File: config.mk
export PLATFORM = sky130hd
export DESIGN_NAME = mem_rr_arbiter
export DESIGN_NICKNAME = d
export VERILOG_FILES = /design/src/rtl/mem_arb_pkg.sv /design/src/rtl/rr_prio_enc.sv /design/src/rtl/mem_rr_arbiter.sv
export SDC_FILE = /design/constraint.sdc
export NUM_CORES = 1
export LEC_CHECK = 0
export ABC_AREA = 0
export CAP_MARGIN = 15
export CORE_AREA = 3 3 89 91
export DETAILED_ROUTE_END_ITERATION = 10
export DIE_AREA = 0 0 92 94
export GPL_ROUTABILITY_DRIVEN = 0
export GPL_TIMING_DRIVEN = 1
export PLACE_DENSITY = 0.71
export RECOVER_POWER = 25
export SLEW_MARGIN = 20
export SYNTH_ARGS = -nofsm -noshare
export SYNTH_HDL_FRONTEND = slang
export SYNTH_HIERARCHICAL = 1
export SYNTH_SLANG_ARGS = --single-unit
File: constraint.sdc
create_clock -name clk_i -period 3.3 [get_ports clk_i]
set_clock_uncertainty 0.1 [all_clocks]
set_input_delay 0.66 -clock clk_i [delete_from_list [all_inputs] [get_ports clk_i]]
set_output_delay 0.66 -clock clk_i [all_outputs]
set_load 0.05 [all_outputs]
File: src/rtl/mem_arb_pkg.sv
// Shared types and helpers for the memory round-robin arbiter.
// The optional MEM_ARB_LOCK_EN build uses arb_state_e for its lock FSM.
package mem_arb_pkg;

  localparam int unsigned MAX_REQ = 8;

  typedef enum logic {
    FREE   = 1'b0,
    LOCKED = 1'b1
  } arb_state_e;

  // First asserted request at or after ptr, wrapping at num; ptr must be < num.
  function automatic logic [2:0] rr_pick(input logic [MAX_REQ-1:0] req,
                                         input logic [3:0]         num,
                                         input logic [2:0]         ptr);
    logic [2:0] pick;
    logic       found;
    logic [3:0] cand;
    pick  = 3'd0;
    found = 1'b0;
    for (int k = 0; k < MAX_REQ; k++) begin
      cand = {1'b0, ptr} + 4'(k);
      if (cand >= num) begin
        cand = cand - num;
      end else begin
        cand = cand;
      end
      if (!found && (4'(k) < num) && req[cand[2:0]]) begin
        pick  = cand[2:0];
        found = 1'b1;
      end else begin
        found = found;
      end
    end
    return pick;
  endfunction

endpackage

File: src/rtl/rr_prio_enc.sv
// Combinational rotate-and-priority-encode: picks the first request at or
// after ptr (wrapping) and returns it both one-hot and as an index.
module rr_prio_enc
  import mem_arb_pkg::*;
#(
  parameter  int unsigned N  = 2,
  localparam int unsigned IW = (N > 1) ? $clog2(N) : 1
) (
  input  logic [N-1:0]  req,
  input  logic [IW-1:0] ptr,
  output logic [N-1:0]  gnt,
  output logic [IW-1:0] idx
);

  logic [MAX_REQ-1:0] req_pad;

  assign req_pad = MAX_REQ'(req);
  assign idx     = IW'(rr_pick(req_pad, 4'(N), 3'(ptr)));

  // One-hot grant, empty when nothing requests.
  always_comb begin
    gnt = {N{1'b0}};
    if (|req) begin
      gnt[idx] = 1'b1;
    end else begin
      gnt = {N{1'b0}};
    end
  end

endmodule

File: src/rtl/mem_rr_arbiter.sv
// Round-robin arbiter sharing one single-port 1-cycle SRAM among NUM_REQ requesters.
// Define MEM_ARB_LOCK_EN to add lock_i and owner locking for atomic sequences.
module mem_rr_arbiter
  import mem_arb_pkg::*;
#(
  parameter  int unsigned NUM_REQ = 2,
  parameter  int unsigned MEM_AW  = 16,
  parameter  int unsigned MEM_DW  = 32,
  localparam int unsigned IDX_W   = (NUM_REQ > 1) ? $clog2(NUM_REQ) : 1
) (
  input  logic                        clk_i,
  input  logic                        rst_ni,
  input  logic [NUM_REQ-1:0]          req_i,
  input  logic [NUM_REQ-1:0]          we_i,
  input  logic [NUM_REQ*MEM_AW-1:0]   addr_i,
  input  logic [NUM_REQ*MEM_DW-1:0]   wdata_i,
  input  logic [NUM_REQ*MEM_DW/8-1:0] be_i,
`ifdef MEM_ARB_LOCK_EN
  input  logic [NUM_REQ-1:0]          lock_i,
`endif
  output logic [NUM_REQ-1:0]          gnt_o,
  output logic [NUM_REQ-1:0]          rvalid_o,
  output logic [MEM_DW-1:0]           rdata_o,
  output logic                        mem_req_o,
  output logic                        mem_we_o,
  output logic [MEM_AW-1:0]           mem_addr_o,
  output logic [MEM_DW-1:0]           mem_wdata_o,
  output logic [MEM_DW/8-1:0]         mem_be_o,
  input  logic [MEM_DW-1:0]           mem_rdata_i
);

  localparam int unsigned BE_W = MEM_DW / 8;

  logic [NUM_REQ-1:0] arb_req;
  logic [NUM_REQ-1:0] win_gnt;
  logic [IDX_W-1:0]   win_idx;
  logic               any_gnt;
  logic               locked;
  logic               rd_gnt;
  logic [IDX_W-1:0]   ptr_nxt;
  logic [IDX_W-1:0]   rr_ptr_q;
  logic [IDX_W-1:0]   rd_idx_q;
  logic               rd_pend_q;

`ifdef MEM_ARB_LOCK_EN
  arb_state_e       state_q, state_d;
  logic [IDX_W-1:0] owner_q, owner_d;

  // Lock holds only while the owner keeps lock_i high; the release cycle arbitrates freely.
  assign locked  = (state_q == LOCKED) && lock_i[owner_q];
  assign arb_req = locked ? (req_i & ({{(NUM_REQ-1){1'b0}}, 1'b1} << owner_q)) : req_i;

  // Lock FSM next state.
  always_comb begin
    state_d = state_q;
    owner_d = owner_q;
    case (state_q)
      FREE, LOCKED: begin
        if (locked) begin
          state_d = LOCKED;
        end else if (any_gnt && lock_i[win_idx]) begin
          state_d = LOCKED;
          owner_d = win_idx;
        end else begin
          state_d = FREE;
        end
      end
      default: begin
        state_d = FREE;
        owner_d = {IDX_W{1'b0}};
      end
    endcase
  end

  // Lock FSM state register.
  always_ff @(posedge clk_i or negedge rst_ni) begin
    if (!rst_ni) begin
      state_q <= FREE;
      owner_q <= {IDX_W{1'b0}};
    end else begin
      state_q <= state_d;
      owner_q <= owner_d;
    end
  end
`else
  assign locked  = 1'b0;
  assign arb_req = req_i;
`endif

  rr_prio_enc #(.N(NUM_REQ)) u_prio_enc (
    .req (arb_req),
    .ptr (rr_ptr_q),
    .gnt (win_gnt),
    .idx (win_idx)
  );

  assign any_gnt = |arb_req;
  assign rd_gnt  = any_gnt && !we_i[win_idx];
  assign ptr_nxt = (win_idx == IDX_W'(NUM_REQ - 1)) ? {IDX_W{1'b0}} : win_idx + IDX_W'(1);
  assign rdata_o = mem_rdata_i;

  // Grant and SRAM-side mux; everything idles to zero without a request.
  always_comb begin
    gnt_o       = {NUM_REQ{1'b0}};
    mem_req_o   = 1'b0;
    mem_we_o    = 1'b0;
    mem_addr_o  = {MEM_AW{1'b0}};
    mem_wdata_o = {MEM_DW{1'b0}};
    mem_be_o    = {BE_W{1'b0}};
    if (any_gnt) begin
      gnt_o       = win_gnt;
      mem_req_o   = 1'b1;
      mem_we_o    = we_i[win_idx];
      mem_addr_o  = addr_i[win_idx*MEM_AW +: MEM_AW];
      mem_wdata_o = wdata_i[win_idx*MEM_DW +: MEM_DW];
      if (we_i[win_idx]) begin
        mem_be_o = be_i[win_idx*BE_W +: BE_W];
      end else begin
        mem_be_o = {BE_W{1'b1}};
      end
    end else begin
      gnt_o     = {NUM_REQ{1'b0}};
      mem_req_o = 1'b0;
    end
  end

  // Round-robin pointer and pending-read tracking.
  always_ff @(posedge clk_i or negedge rst_ni) begin
    if (!rst_ni) begin
      rr_ptr_q  <= {IDX_W{1'b0}};
      rd_idx_q  <= {IDX_W{1'b0}};
      rd_pend_q <= 1'b0;
    end else begin
      if (any_gnt && !locked) begin
        rr_ptr_q <= ptr_nxt;
      end
      if (rd_gnt) begin
        rd_idx_q <= win_idx;
      end
      rd_pend_q <= rd_gnt;
    end
  end

  // Route the read return to the requester that issued it.
  always_comb begin
    rvalid_o = {NUM_REQ{1'b0}};
    if (rd_pend_q) begin
      rvalid_o[rd_idx_q] = 1'b1;
    end else begin
      rvalid_o = {NUM_REQ{1'b0}};
    end
  end

endmodule

Word-level counts from Yosys, hierarchy flattened
Index checks and enable logic that the tools add are counted.
Widths: inputs -> output; s select.

word-level totals
  flip-flop bits (word level) = 3
  bits in latches = 0
  memory bits (writable) = 0
  bits in read-only memories = 0
  output and inout port bits = 90
  word-level logic and storage cells = 49
  memories = 0

cells by class
  add/sub/neg operators = 4
  multiply operators = 0
  div/mod/pow operators = 0
  order comparisons = 8
  equal/unequal tests = 0
  shift-type cells = 3
  muxes and demuxes = 24
  bitwise logic cells = 0
  reductions and logical operators = 7

operators with widths
  cell                 count
  $shiftx 64x7->32     1
  $mux 32              1
  $shiftx 32x6->16     1
  $mux 16              1
  $mux 1               12
  $lt 3x4->1 const B   2
  $mux 4               2
  $shiftx 8x4->4       1
  $bmux 1 s3           2
  $mux 3               2
  $ge 4x2->1 const B   1
  $logic_and 1x1->1    4
  $lt 1x2->1 const B   2
  $mux 2               2
  $sub 1x2->3 const B  1
  $sub 3x2->3 const B  1
  $add 1x1->2 const B  1
  $demux 1 s1          2
  $ge 1x1->1 const B   2
  $ge 1x2->1 const B   1
  $logic_not 1->1      2
  $reduce_or 2->1      1
  $add 1x1->1 const B  1

Logic depth before layout (Yosys ltp)
  depth in word-level cells = 13
  gate-level depth with buffers = 6

By module
The synthesis kept the hierarchy.

by module, submodules not included
  module          instances  cells each  area each (um^2)
  mem_rr_arbiter  1          166         1265.0
  rr_prio_enc     1          4           30.0

Least setup slack after synthesis
Ideal clock, no wire load.

  path kind = in2out
  from = input port req_i[1]
  to = output port mem_we_o
  arrival time = 1900 ps
  required time = 2540 ps
  slack = 640 ps
  cell stages on the path = 4
  buffers on the path = 1
  path through = a21boi_1 -> buf_6 -> nand2_1 -> a21oi_1

on the way
  cells in the longest elaborated chain, start to end = 9
  elaborated cells on any way between the ends = 13

RTL lines
  what                                       line                   RTL
  start: declaration                         mem_rr_arbiter.sv:13   input logic [NUM_REQ-1:0] req_i,
  $bmux 1 s3                                 mem_arb_pkg.sv:28      if (!found && (4'(k) < num) && req[cand[2:0]]) begin
  $mux 1 (implied by the code)               mem_arb_pkg.sv:28
  $mux 1                                     mem_arb_pkg.sv:28
  $logic_not 1->1                            mem_arb_pkg.sv:28
  $logic_and 1x1->1                          mem_arb_pkg.sv:28
  $mux 1                                     mem_arb_pkg.sv:28
  $mux 1 (implied by the code) (2 in a row)  mem_rr_arbiter.sv:113  mem_we_o = we_i[win_idx];
  $mux 1 (*)                                 mem_rr_arbiter.sv:110  if (any_gnt) begin
  end: declaration                           mem_rr_arbiter.sv:25   output logic mem_we_o,

Every way passes the cells marked *; elsewhere a longest branch is shown, timed or not. The select of a mux whose other input is x is not followed.

Final worst setup path
  from = input port req_i[0]
  to = output port mem_be_o[3]

on the way
  cells in the longest elaborated chain, start to end = 10
  elaborated cells on any way between the ends = 15

RTL lines
  what                                                                    line                   RTL
  $bmux 1 s3                                                              mem_arb_pkg.sv:28
  $mux 1 (implied by the code)                                            mem_arb_pkg.sv:28
  $mux 1                                                                  mem_arb_pkg.sv:28
  $logic_not 1->1                                                         mem_arb_pkg.sv:28
  $logic_and 1x1->1                                                       mem_arb_pkg.sv:28
  $mux 1 (*)                                                              mem_arb_pkg.sv:28
  via win_idx                                                             mem_rr_arbiter.sv:36   logic [IDX_W-1:0] win_idx;
  parallel branches: the longest is 2 deep, another holds $shiftx 8x4->4  --
  $mux 4 (*)                                                              mem_rr_arbiter.sv:116  if (we_i[win_idx]) begin
  $mux 4 (*)                                                              mem_rr_arbiter.sv:110
  end: declaration                                                        mem_rr_arbiter.sv:28   output logic [MEM_DW/8-1:0] mem_be_o,

Mark *: on every way through the listed nets, which the timed path passes. The select of a mux whose other input is x is not followed.

==> reports/metrics.csv <==
stage;metric;value;unit
sta;fin_ws;0.256;ns
placement;io_buffers;167;
logic_synthesis;synth_adder_area_share;0;%
power;powerDensity;287;mW/mm²
logic_synthesis;ys.warnings.count;6;
worst_setup_path;end_kind;output pin;
sta;min_period;3.04;ns
route;finalWirelength;5950;µm
logic_synthesis;synth_area_leaders;mux2i_1 (37%), buf_4 (19%), nor2_1 (15%);
logic_synthesis;synth_top_area_share;37.1;%
sta;slew_headroom;66.3;%
cts;clkTransAtPathRegs;0.03;ns
cts;htreeDepth;1;
logic_synthesis;syn_area_per_cell;7.62;µm²
cts;post_cts_resized;0;
die;io-pin-count;232;
worst_setup_path;r2r_cells;4;
global_routing;grt_pass1_vias;1755;
logic_synthesis;synth_largest_area_cell;mux2i_1;
worst_hold_path;hold_depth;2;
power;p_total;0.000969;W
cts;cts_hold_buffers;0;
route;firstDrtPassIters;4;
placement;dpl.cell_count;400;
logic_synthesis;syn_nets;312;
die;fp.dieW;92;µm
status;outcome;completed;
global_routing;grt_max_degree;30;
logic_synthesis;synth_edf_count;0;
route;drt_iter0_markers;37;
route;wl_per_cell;14.7;µm
cts;postCtsSetupBuffers;0;
worst_setup_path;start_kind;input port;
worst_setup_path;critical_path_arrival;2.28;ns
logic_synthesis;seq_area_frac_synth;5.80;%
cts;clkLatencyLatePin;0.22;ns
global_routing;antenna_found_initial;0;
die;dieArea;0.00865;mm²
logic_synthesis;synth-main-ff-cell;dfrtp_1;
global_routing;grt.overflow.total;0;
sta;rsz0062_at_grt;no;
power;vdd_drop_max;0.0994;mV
sta;drv_slew;0;
global_routing;grt_usage;12.9;%
logic_synthesis;synth_simple_gate_area_share;20.1;%
sta;fmax;0.329;GHz
worst_setup_path;worst-setup-path-type;in -> out;
die;start_util;18.0;%
cts;clock-sinks;3;
logic_synthesis;synthDistinctLibCells;23;
power;leakage;1.45;nW
worst_setup_path;worst_ep_required_time;2.54;ns
cts;cts_max_path_buffers;2;
sta;hold_slack;0.444;ns
logic_synthesis;post-synth-top-count-cell;nor2_1;
route;via_per_inst;4.10;
logic_synthesis;postSynthCellCount;170;
die;core_region_area;0.00721;mm²
sta;worstMarginPinSlew;0.504;ns
logic_synthesis;synth_seq_cells;3;
cells_and_area;final_net_count;448;
cts;cts_root_buf;clkbuf_8;
cts;numCtsBuffers;3;
route;routed-via-count;1658;
sta;hold_viol_final;0;
logic_synthesis;synth-xor-area-share;0;%
run;drv_cap;0;
cells_and_area;area_growth;161;%
logic_synthesis;synth-async-reset-ratio;100;%
cts;tritoncts;yes;
sta;setup_viol;0;
logic_synthesis;synth_common_cells;nor2_1 (52), mux2i_1 (48), buf_4 (33);
sta;period_share;92.2;%
cells_and_area;antenna_cells;0;
placement;dp_hpwl;5190;µm
die;rows;31;
logic_synthesis;synth_top_family_by_area;multiplexers;
logic_synthesis;synth-compound-area-share;7.05;%
cells_and_area;drive_gt1_share;23.9;%
worst_hold_path;hold_path_class;reg -> reg;
route;drc_errors;0;
logic_synthesis;synth_mux_area_share;37.1;%
route;ant_nets;0;
logic_synthesis;syn_area;0.00129;mm²
sta;final.setup.tns;0;ns
global_routing;grt_pass1_wl;8960;µm
cells_and_area;stdcell_count;404;
placement;place_ws;0.264;ns
worst_setup_path;cp_max_fo;6;
die;die_y;94;µm
==> worst paths after layout <==
path                                           start                    to  slack [ns]
worst max-delay path                        req_i[0]           mem_be_o[3]        0.26
worst min-delay path            rd_idx_q$_DFFE_PN0P_  rd_idx_q$_DFFE_PN0P_        0.44
worst max register to register  rr_ptr_q$_DFFE_PN0P_   rd_pend_q$_DFF_PN0_        1.87
worst min register to register  rd_idx_q$_DFFE_PN0P_  rd_idx_q$_DFFE_PN0P_        0.44
max in group asynchronous                     rst_ni   rd_pend_q$_DFF_PN0_        2.34
min in group asynchronous                     rst_ni  rr_ptr_q$_DFFE_PN0P_        0.61
==> logic make-up (layout without fill, tap and decap cells) <==
| logic type | count (synthesis) | count (layout) |
|---|---|---|
| AND/OR/NAND/NOR | 62 | 62 |
| buffers and inverters | 46 | 181 |
| AO/OA/AOI/OAI | 11 | 11 |
| multiplexers | 48 | 48 |
| flip-flops | 3 | 3 |
==> routing by layer <==
metal  GRT usage, %  vias up  part of all wire [%]
li1               -      804                     -
met1           13.9      744                    36
met2           23.7       88                    52
met3           3.77       22                   9.1
met4           5.07        0                   3.2
met5              0        -                     0
==> through the flow <==
step	utilization, %	instance area [µm²]
floorplan	-	1290
global placement	46.2	3330
detailed placement	46.2	3330
CTS	46.8	3380
global route	46.8	3380
finish	46.8	3380
==> registers in the layout, indices dropped and copies added (netlist names) <==
| name | cells |
|---|---|
| rd_idx_q | 1 |
| rd_pend_q | 1 |
| rr_ptr_q | 1 |
==> layout make-up <==
type	count	area, µm²
fill	691	3830
timing repair buffer	175	2280
multi-input combinational	121	848
tap	99	124
sequential	3	75.1
clock buffer	4	45.0
inverter	2	7.51
==> placed cells by master (no fill, tap or decap), drive strengths merged, types with 2 or more instances in the layout <==
cell,instances
clkdlybuf4s50,110
buf,64
nor2,53
mux2i,48
o22ai,4
clkbuf,4
and2,3
dfrtp,3
a21boi,3
inv,2
nand2,2
nand2b,2
o21ai,2
==> power by group <==
part	switching (W)	total, W	internal (W)
clock	0.0000245	0.000107	0.0000824
sequential	0.00000449	0.0000462	0.0000417
combinational	0.000400	0.000816	0.000416
total	0.000429	0.000969	0.000540
==> worst max-delay path: stages <==
cell and delay, ns:
clkdlybuf4s50_1 0.54, a21boi_4 0.34, nand2_1 0.21, o22ai_1 0.26
nor2_1 0.11, buf_12 0.17
(Power assumes the default switching activity.)
